$ cat src/rtl/debounced_updown_counter_if.sv
`default_nettype none
// ============================================================================
// Module      : debounced_updown_counter_if
// Description : Button/counter bundle between the board-side driver (master)
//               and the debounced up/down counter (slave).
// Revision    : 1.0 - initial release
// ============================================================================
interface debounced_updown_counter_if #(
   parameter int WIDTH = 4
);
   logic             btn_up;
   logic             btn_dn;
   logic             clr;
   logic [WIDTH-1:0] cnt;
   logic             up_pulse;
   logic             dn_pulse;
   logic             limit;

   modport master (
      output btn_up, btn_dn, clr,
      input  cnt, up_pulse, dn_pulse, limit
   );

   modport slave (
      input  btn_up, btn_dn, clr,
      output cnt, up_pulse, dn_pulse, limit
   );
endinterface
`default_nettype wire

$ cat src/rtl/debounced_updown_counter.sv
`default_nettype none
// ============================================================================
// Module      : debounced_updown_counter
// Description : Two raw buttons, each synchronised, debounced and edge
//               detected, drive a WIDTH-bit up/down counter with a
//               programmable terminal value, wrap/saturate mode and a
//               synchronous clear.
// Revision    : 1.0 - initial release
// ============================================================================
module debounced_updown_counter #(
   parameter int WIDTH      = 4,
   parameter int DEB_CYCLES = 16,
   parameter int MAX_VAL    = 9,
   parameter int SATURATE   = 0
) (
   input  logic                        clk,
   input  logic                        rst,   // asynchronous, active-low
   debounced_updown_counter_if.slave   bus
);

   localparam int               DC_W  = $clog2(DEB_CYCLES);
   localparam logic [DC_W-1:0]  c_DC_LAST = DC_W'(DEB_CYCLES - 1);
   localparam logic [WIDTH-1:0] c_MAX = WIDTH'(MAX_VAL);
   localparam logic [WIDTH-1:0] c_ONE = WIDTH'(1);

   // Channel 0 = up, channel 1 = down
   logic [1:0] w_raw;
   logic [1:0] w_edge;

   assign w_raw = {bus.btn_dn, bus.btn_up};

   for (genvar i = 0; i < 2; i++) begin : g_chan
      logic            r_sync1;
      logic            r_sync2;
      logic            r_st;
      logic            r_st_d;
      logic [DC_W-1:0] r_dc;

      // Two-flop synchroniser for the asynchronous button level
      always_ff @(posedge clk or negedge rst) begin
         if (!rst) begin
            r_sync1 <= 1'b0;
            r_sync2 <= 1'b0;
         end else begin
            r_sync1 <= w_raw[i];
            r_sync2 <= r_sync1;
         end
      end

      // Accept a new level only after DEB_CYCLES consecutive differing samples
      always_ff @(posedge clk or negedge rst) begin
         if (!rst) begin
            r_st <= 1'b0;
            r_dc <= '0;
         end else if (r_sync2 == r_st) begin
            r_dc <= '0;
         end else if (r_dc == c_DC_LAST) begin
            r_st <= r_sync2;
            r_dc <= '0;
         end else begin
            r_dc <= r_dc + DC_W'(1);
         end
      end

      // History of the stable level for rising-edge detection
      always_ff @(posedge clk or negedge rst) begin
         if (!rst) begin
            r_st_d <= 1'b0;
         end else begin
            r_st_d <= r_st;
         end
      end

      // Press only: a falling stable level never generates a step
      assign w_edge[i] = r_st & ~r_st_d;
   end : g_chan

   logic             w_u;
   logic             w_d;
   logic [WIDTH-1:0] r_cnt;
   logic             r_up_pulse;
   logic             r_dn_pulse;
   logic             r_limit;

   assign w_u = w_edge[0];
   assign w_d = w_edge[1];

   // Step the counter; clear wins, simultaneous up+down cancels out
   always_ff @(posedge clk or negedge rst) begin
      if (!rst) begin
         r_cnt      <= '0;
         r_up_pulse <= 1'b0;
         r_dn_pulse <= 1'b0;
         r_limit    <= 1'b0;
      end else begin
         r_up_pulse <= w_u;
         r_dn_pulse <= w_d;
         if (bus.clr) begin
            r_cnt   <= '0;
            r_limit <= 1'b0;
         end else if (w_u && w_d) begin
            r_limit <= 1'b0;
         end else if (w_u) begin
            if (r_cnt < c_MAX) begin
               r_cnt   <= r_cnt + c_ONE;
               r_limit <= 1'b0;
            end else begin
               r_limit <= 1'b1;
               if (SATURATE == 0) begin
                  r_cnt <= '0;
               end
            end
         end else if (w_d) begin
            if (r_cnt != '0) begin
               r_cnt   <= r_cnt - c_ONE;
               r_limit <= 1'b0;
            end else begin
               r_limit <= 1'b1;
               if (SATURATE == 0) begin
                  r_cnt <= c_MAX;
               end
            end
         end else begin
            r_limit <= 1'b0;
         end
      end
   end

   assign bus.cnt      = r_cnt;
   assign bus.up_pulse = r_up_pulse;
   assign bus.dn_pulse = r_dn_pulse;
   assign bus.limit    = r_limit;

endmodule
`default_nettype wire
$ cat src/flat_wrapper.sv
// flat-port wrapper written by rule: the top's interface ports become plain ports
module debounced_updown_counter_flat 
#(
   parameter int WIDTH      = 4,
   parameter int DEB_CYCLES = 16,
   parameter int MAX_VAL    = 9,
   parameter int SATURATE   = 0
)
  (clk, rst, bus_btn_up, bus_btn_dn, bus_clr, bus_cnt, bus_up_pulse, bus_dn_pulse, bus_limit);
  debounced_updown_counter_if #(.WIDTH(WIDTH)) bus_i ();
  input  logic clk;
  input  logic rst;
  input wire logic [$bits(bus_i.btn_up)-1:0] bus_btn_up;
  input wire logic [$bits(bus_i.btn_dn)-1:0] bus_btn_dn;
  input wire logic [$bits(bus_i.clr)-1:0] bus_clr;
  output wire logic [$bits(bus_i.cnt)-1:0] bus_cnt;
  output wire logic [$bits(bus_i.up_pulse)-1:0] bus_up_pulse;
  output wire logic [$bits(bus_i.dn_pulse)-1:0] bus_dn_pulse;
  output wire logic [$bits(bus_i.limit)-1:0] bus_limit;
  assign bus_i.btn_up = bus_btn_up;
  assign bus_i.btn_dn = bus_btn_dn;
  assign bus_i.clr = bus_clr;
  assign bus_cnt = bus_i.cnt;
  assign bus_up_pulse = bus_i.up_pulse;
  assign bus_dn_pulse = bus_i.dn_pulse;
  assign bus_limit = bus_i.limit;
  debounced_updown_counter #(.WIDTH(WIDTH), .DEB_CYCLES(DEB_CYCLES), .MAX_VAL(MAX_VAL), .SATURATE(SATURATE)) u_core (.clk(clk), .rst(rst), .bus(bus_i));
endmodule
$ cat config.mk
export PLATFORM = sky130hd
export DESIGN_NAME = debounced_updown_counter_flat
export DESIGN_NICKNAME = d
export VERILOG_FILES = /design/src/rtl/debounced_updown_counter_if.sv /design/src/rtl/debounced_updown_counter.sv /design/src/flat_wrapper.sv
export SDC_FILE = /design/constraint.sdc
export NUM_CORES = 1
export LEC_CHECK = 0
export ABC_AREA = 1
export CAP_MARGIN = 40
export CORE_MARGIN = 2
export CORE_UTILIZATION = 50
export CTS_CLUSTER_DIAMETER = 100
export DETAILED_ROUTE_END_ITERATION = 10
export PLACE_DENSITY = 0.72
export SLEW_MARGIN = 0
export SYNTH_ARGS = -nofsm -noshare
export SYNTH_HDL_FRONTEND = slang
export SYNTH_SLANG_ARGS = --single-unit
$ cat constraint.sdc
create_clock -name clk -period 2.2 [get_ports clk]
set_clock_uncertainty 0.1 [all_clocks]
set_input_delay 0.22 -clock clk [delete_from_list [all_inputs] [get_ports clk]]
set_output_delay 0.22 -clock clk [all_outputs]
set_load 0.005 [all_outputs]
# --- After elaboration in Yosys (flattened, before gate mapping) ---
# Cells that the tools add are included.
word_totals:
  out_inout_bits: 7
  elab_cells: 52
  memories: 0
  mem_bits_rw: 0
  latchBits: 0
  input_bits: 5
  regBits: 23
  mem_bits_ro: 0
classes:
  mux: 16
  n_mul: 0
  n_bitwise: 6
  addsub: 4
  n_shift: 0
  order_cmp: 1
  reduce_logical: 6
  div: 0
  eq_ne: 5
ops:
  columns: ["cell", "count"]
  rows:
  - ["4-bit two-way mux", 10]
  - ["4-bit by 1-bit adder with 4-bit output (second input constant)", 3]
  - ["4-bit == test (second input constant)", 2]
  - ["1-bit two-way mux", 6]
  - ["2-bit AND reduction", 3]
  - ["4-bit < comparator (second input constant)", 1]
  - ["1-bit NOT", 4]
  - ["4-bit nonzero test", 1]
  - ["4-bit by 1-bit subtractor with 4-bit output (second input constant)", 1]
  - ["3-bit nonzero test", 1]
  - ["1-bit AND", 2]
  - ["1-bit == test", 2]
  - ["2-bit inequality test (second input constant)", 1]
  - ["1-bit logical AND", 1]

# --- Longest topological paths before layout ---
logic_depth:
  word_depth: 6
  depth_mapped: 9
  depth_no_buf: 9

# --- Least setup slack after synthesis ---
# OpenSTA, ideal clock, no wires.
synth_timing:
  kind: "register to register"
  start: "reg u_core.r_cnt[0] (netlist: u_core.bus.cnt[0])"
  end: "reg u_core.r_cnt[2] (netlist: u_core.bus.cnt[2])"
  period_less_slack_ns: 1.352
  setup_time_ns: 0.116
  arrival_time_ns: 1.135
  required_ns: 1.984
  slack_ns: 0.848
  path_buffers: 0
  path_stages_with_launch: 9
  cell_sequence: "dfrtp_1 -> inv_1 -> ha_1 -> nand2_1 -> nand3_1 -> nand2_1 -> inv_1 -> nand2_1 -> nand2_1"
synth_between:
  elab_chain_cells: 6
  word_cells_on_any_way: 10
  cone_classes: "add/sub (2); order compare (1); mux (6); reduce/logical (1)"
synth_rtl:
  columns: ["element", "line_no", "source"]
  rows:
  - ["from (decl)", "debounced_updown_counter.sv:80", "logic [WIDTH-1:0] r_cnt;"]
  - ["from (signal assigned)", "debounced_updown_counter.sv:105", "r_cnt <= r_cnt + c_ONE;"]
  - ["from (signal assigned)", "debounced_updown_counter.sv:115", "r_cnt <= r_cnt - c_ONE;"]
  - ["from (signal assigned)", "debounced_updown_counter.sv:120", "r_cnt <= c_MAX;"]
  - ["4-bit by 1-bit subtractor with 4-bit output / 4-bit nonzero test (equally long branches)", "debounced_updown_counter.sv:115, debounced_updown_counter.sv:114", null]
  - ["4-bit two-way mux", "debounced_updown_counter.sv:114", "if (r_cnt != '0) begin"]
  - ["4-bit two-way mux", "debounced_updown_counter.sv:113", "end else if (w_d) begin"]
  - ["4-bit two-way mux (*)", "debounced_updown_counter.sv:103", "end else if (w_u) begin"]
  - ["4-bit two-way mux (*)", "debounced_updown_counter.sv:101", "end else if (w_u && w_d) begin"]
  - ["4-bit two-way mux (*)", "debounced_updown_counter.sv:98", "if (bus.clr) begin"]
# Mark *: on every way between the ends. The rest lies on a longest branch, timed or not. The select of a mux whose other input is x is not followed.
# A chain may end at the register's enable or synchronous reset.

# --- Final worst setup path ---
layout_timing:
  start: "reg u_core.r_cnt[2] (netlist: u_core.bus.cnt[2])"
  end: "out bus_cnt[2]"
layout_rtl:
  columns: ["element", "line_no", "source"]
  rows:
  - ["to (decl)", "flat_wrapper.sv:16", "output wire logic [$bits(bus_i.cnt)-1:0] bus_cnt;"]
# No word-level cell between the ends.

==> results.sh <==
export IMPL_clock_path_buffers=2
export IMPL_p_leak_nw=0.638
export IMPL_yosysSeqAreaShare=0.536
export IMPL_gp_congestion=0.812
export IMPL_die_area_um2=2530
export IMPL_finalSetupViolations=0
export IMPL_reg2reg_depth=8
export IMPL_critPathSlowestCell="clkdlybuf4s50_1"
export IMPL_syn_avg_cell_area_um2=8.87
export IMPL_rsz0062_at_grt="no"
export IMPL_row_count=16
export IMPL_fin_util=0.626
export IMPL_cp_max_fo=8
export IMPL_synth_area_um2=1070
export IMPL_stdcell_area_um2=1250
export IMPL_fin_crit_ns=1.69
export IMPL_vias_per_cell=4.98
export IMPL_firstDrtPassIters=4
export IMPL_path_cells="clkdlybuf4s50_1"
export IMPL_die_h_um=50.3
export IMPL_multi_input_area_um2=434
export IMPL_first_global_vias=760
export IMPL_antenna_found_initial=0
export IMPL_start_util=0.536
export IMPL_drive_above_1_share=0.0803
export IMPL_nFillCells=167
export IMPL_ys_ff_latch=23
export IMPL_synth_fp_nets=131
export IMPL_finalCritPeriodShare=0.767
export IMPL_power_density_nw_per_um2=541
export IMPL_synth_top_area_frac=0.536
export IMPL_post_cts_buffers=0
export IMPL_slew_headroom=0.813
export IMPL_synth_edff_count=0
export IMPL_track_usage=0.171
export IMPL_ff_latch_area_um2=576
export IMPL_antennaDiodeCount=0
export IMPL_max_freq_mhz=593
export IMPL_core_area_um2=2000
export IMPL_cp_required_ns=1.88
export IMPL_ios=12
export IMPL_cts_hold_buf=0
export IMPL_hold_path_class="primary input to asynchronous set/reset pin"
export IMPL_start_kind="register"
export IMPL_reg2reg_slack_ns=0.75
export IMPL_nets=148
export IMPL_worst_slew_pin_slew_ns=0.279
export IMPL_root_buffer="clkbuf_4"
export IMPL_drt_wl_total_um=1810
export IMPL_via_count=816
export IMPL_max_cap_viol_count=0
export IMPL_cts_tree="yes"
export IMPL_ant_nets=0
export IMPL_grt_max_degree=24
export IMPL_cp_top_family="buffers and inverters"
export IMPL_placed_area_um2=1220
export IMPL_ys_types=18
export IMPL_slew_violations=0
export IMPL_status="completed"
export IMPL_clk_latency_ns=0.31
export IMPL_synthTopCellsByArea="dfrtp_1 (54%), nand2_1 (10%), nand3_1 (7.5%), ha_1 (5.8%), inv_1 (5.6%)"
export IMPL_synth_top_area_cell="dfrtp_1"
export IMPL_numPortBuffers=11
export IMPL_async_reset_ff_frac=1.00
export IMPL_synth_flop_cell="dfrtp_1"
export IMPL_critPathArrivalTime_ns=1.37
export IMPL_fin_tns_setup_ns=0
export IMPL_yosys_warnings=0
export IMPL_grt_pass1_wl_um=3270
export IMPL_ctsResizeCount=0
export IMPL_slowest_delay_ns=0.55
export IMPL_numCtsBuffers=3
export IMPL_hpwl_um=1330
export IMPL_clkTransAtPathRegs_ns=0.13
export IMPL_drcViolationCount=0
export IMPL_r2r_end="u_core.bus.cnt[2]$_DFFE_PN0P_"
export IMPL_cts_sinks=23
export IMPL_hold_ws_ns=0.147
export IMPL_hold_viol=0
export IMPL_overflow=0
export IMPL_die_width_um=50.3
export IMPL_synth_cells=121
export IMPL_path_class="register to output pin"
export IMPL_drtIter0Drc=10
export IMPL_r2r_start="u_core.bus.cnt[0]$_DFFE_PN0P_"
export IMPL_wire_per_inst_um=11.0
export IMPL_area_growth_pct=16.7
export IMPL_crit_path_end_kind="output pin"
export IMPL_htreeDepth=1
export IMPL_ir_drop_mv=0.377
export IMPL_path_buf_inv=1
Yosys cell counts (2+ instances only):
cell type / number
xnor2_1: 3
dfrtp_1: 23
xor2_1: 2
nand3_1: 16
ha_1: 5
a21oi_1: 3
nand2_1: 29
inv_1: 16
nor2_1: 15
how the worst max path moves through the flow:
| stage | slack (ns) | cells after the start | start | endpoint |
|---|---|---|---|---|
| after detailed placement | 0.77 | 8 | u_core.bus.cnt[0]$_DFFE_PN0P_ | u_core.bus.cnt[2]$_DFFE_PN0P_ |
| after global routing | 0.44 | 1 | u_core.bus.cnt[2]$_DFFE_PN0P_ | bus_cnt[2] |
| after floorplan | 0.85 | 8 | u_core.bus.cnt[0]$_DFFE_PN0P_ | u_core.bus.cnt[2]$_DFFE_PN0P_ |
| after CTS | 0.50 | 1 | u_core.bus.cnt[2]$_DFFE_PN0P_ | bus_cnt[2] |
| after global placement | 0.81 | 8 | u_core.bus.cnt[0]$_DFFE_PN0P_ | u_core.bus.cnt[2]$_DFFE_PN0P_ |
| final | 0.51 | 1 | u_core.bus.cnt[2]$_DFFE_PN0P_ | bus_cnt[2] |
worst register-to-register path, cell delays in order, from the launching register on:
cell	delay, ns
dfrtp_1	0.45
inv_1	0.11
ha_1	0.24
nand2_1	0.11
nand3_1	0.13
nand2_1	0.09
inv_1	0.04
nand2_1	0.05
nand2_1	0.04
power breakdown:
part | internal, mW | switching (mW)
logic | 0.0193 | 0.0234
registers | 0.436 | 0.00883
clock network | 0.0678 | 0.123
sequential cells by signal, summed over array words and instances (netlist names):
| name | count |
|---|---|
| u_core.bus.up_pulse | 1 |
| u_core.g_chan.r_st | 2 |
| u_core.bus.cnt | 4 |
| u_core.g_chan.r_st_d | 2 |
| u_core.bus.limit | 1 |
| u_core.g_chan.r_sync1 | 2 |
| u_core.bus.dn_pulse | 1 |
| u_core.g_chan.r_dc | 8 |
| u_core.g_chan.r_sync2 | 2 |
per-layer routing:
| layer | global-route usage | vias up | part of all wire |
|---|---|---|---|
| met1 | 0.226 | 394 | 0.47 |
| met3 | 0.0357 | 2 | 0.027 |
| met2 | 0.276 | 9 | 0.49 |
| met5 | 0 | - | 0 |
| met4 | 0.0676 | 0 | 0.0072 |
| li1 | - | 411 | - |
metrics by stage:
| stage | instances | setup slack (ns) | power (mW) |
|---|---|---|---|
| after floorplan | 121 | 0.848 | 0.472 |
| after global placement | 160 | 0.811 | 0.493 |
| after detailed placement | 160 | 0.775 | 0.496 |
| after CTS | 164 | 0.504 | 0.691 |
| after global routing | 164 | 0.436 | 0.712 |
| final | 164 | 0.513 | 0.678 |
kinds of logic (layout without fill, tap and decap cells):
kind of cell,Yosys count,after routing,share of synthesized area
and+or+nand+nor,65,65,0.263
xor gates and xnor gates,5,5,0.0408
adders and majority gates,5,5,0.0583
DFF,23,23,0.536
AOI/OAI and AO/OA,6,6,0.0420
buffers and inverters,17,33,0.0594
area by class of cell:
class | instances | share of cell area
Multi-Input combinational cell | 81 | 0.347
Sequential cell | 23 | 0.460
Inverter | 17 | 0.0509
Clock buffer | 3 | 0.0180
Tap cell | 27 | 0.0270
Timing Repair Buffer | 12 | 0.0939
Clock inverter | 1 | 0.00400
placed cells by master, fill, tap and decap left out, types with 2 or more instances in the layout:
| cell | instances |
|---|---|
| a21oi_1 | 3 |
| clkbuf_4 | 3 |
| clkdlybuf4s50_1 | 11 |
| dfrtp_1 | 23 |
| ha_1 | 5 |
| inv_1 | 16 |
| nand2_1 | 29 |
| nand3_1 | 16 |
| nor2_1 | 15 |
| xnor2_1 | 3 |
| xor2_1 | 2 |
Power figures use the tool's default switching activity.
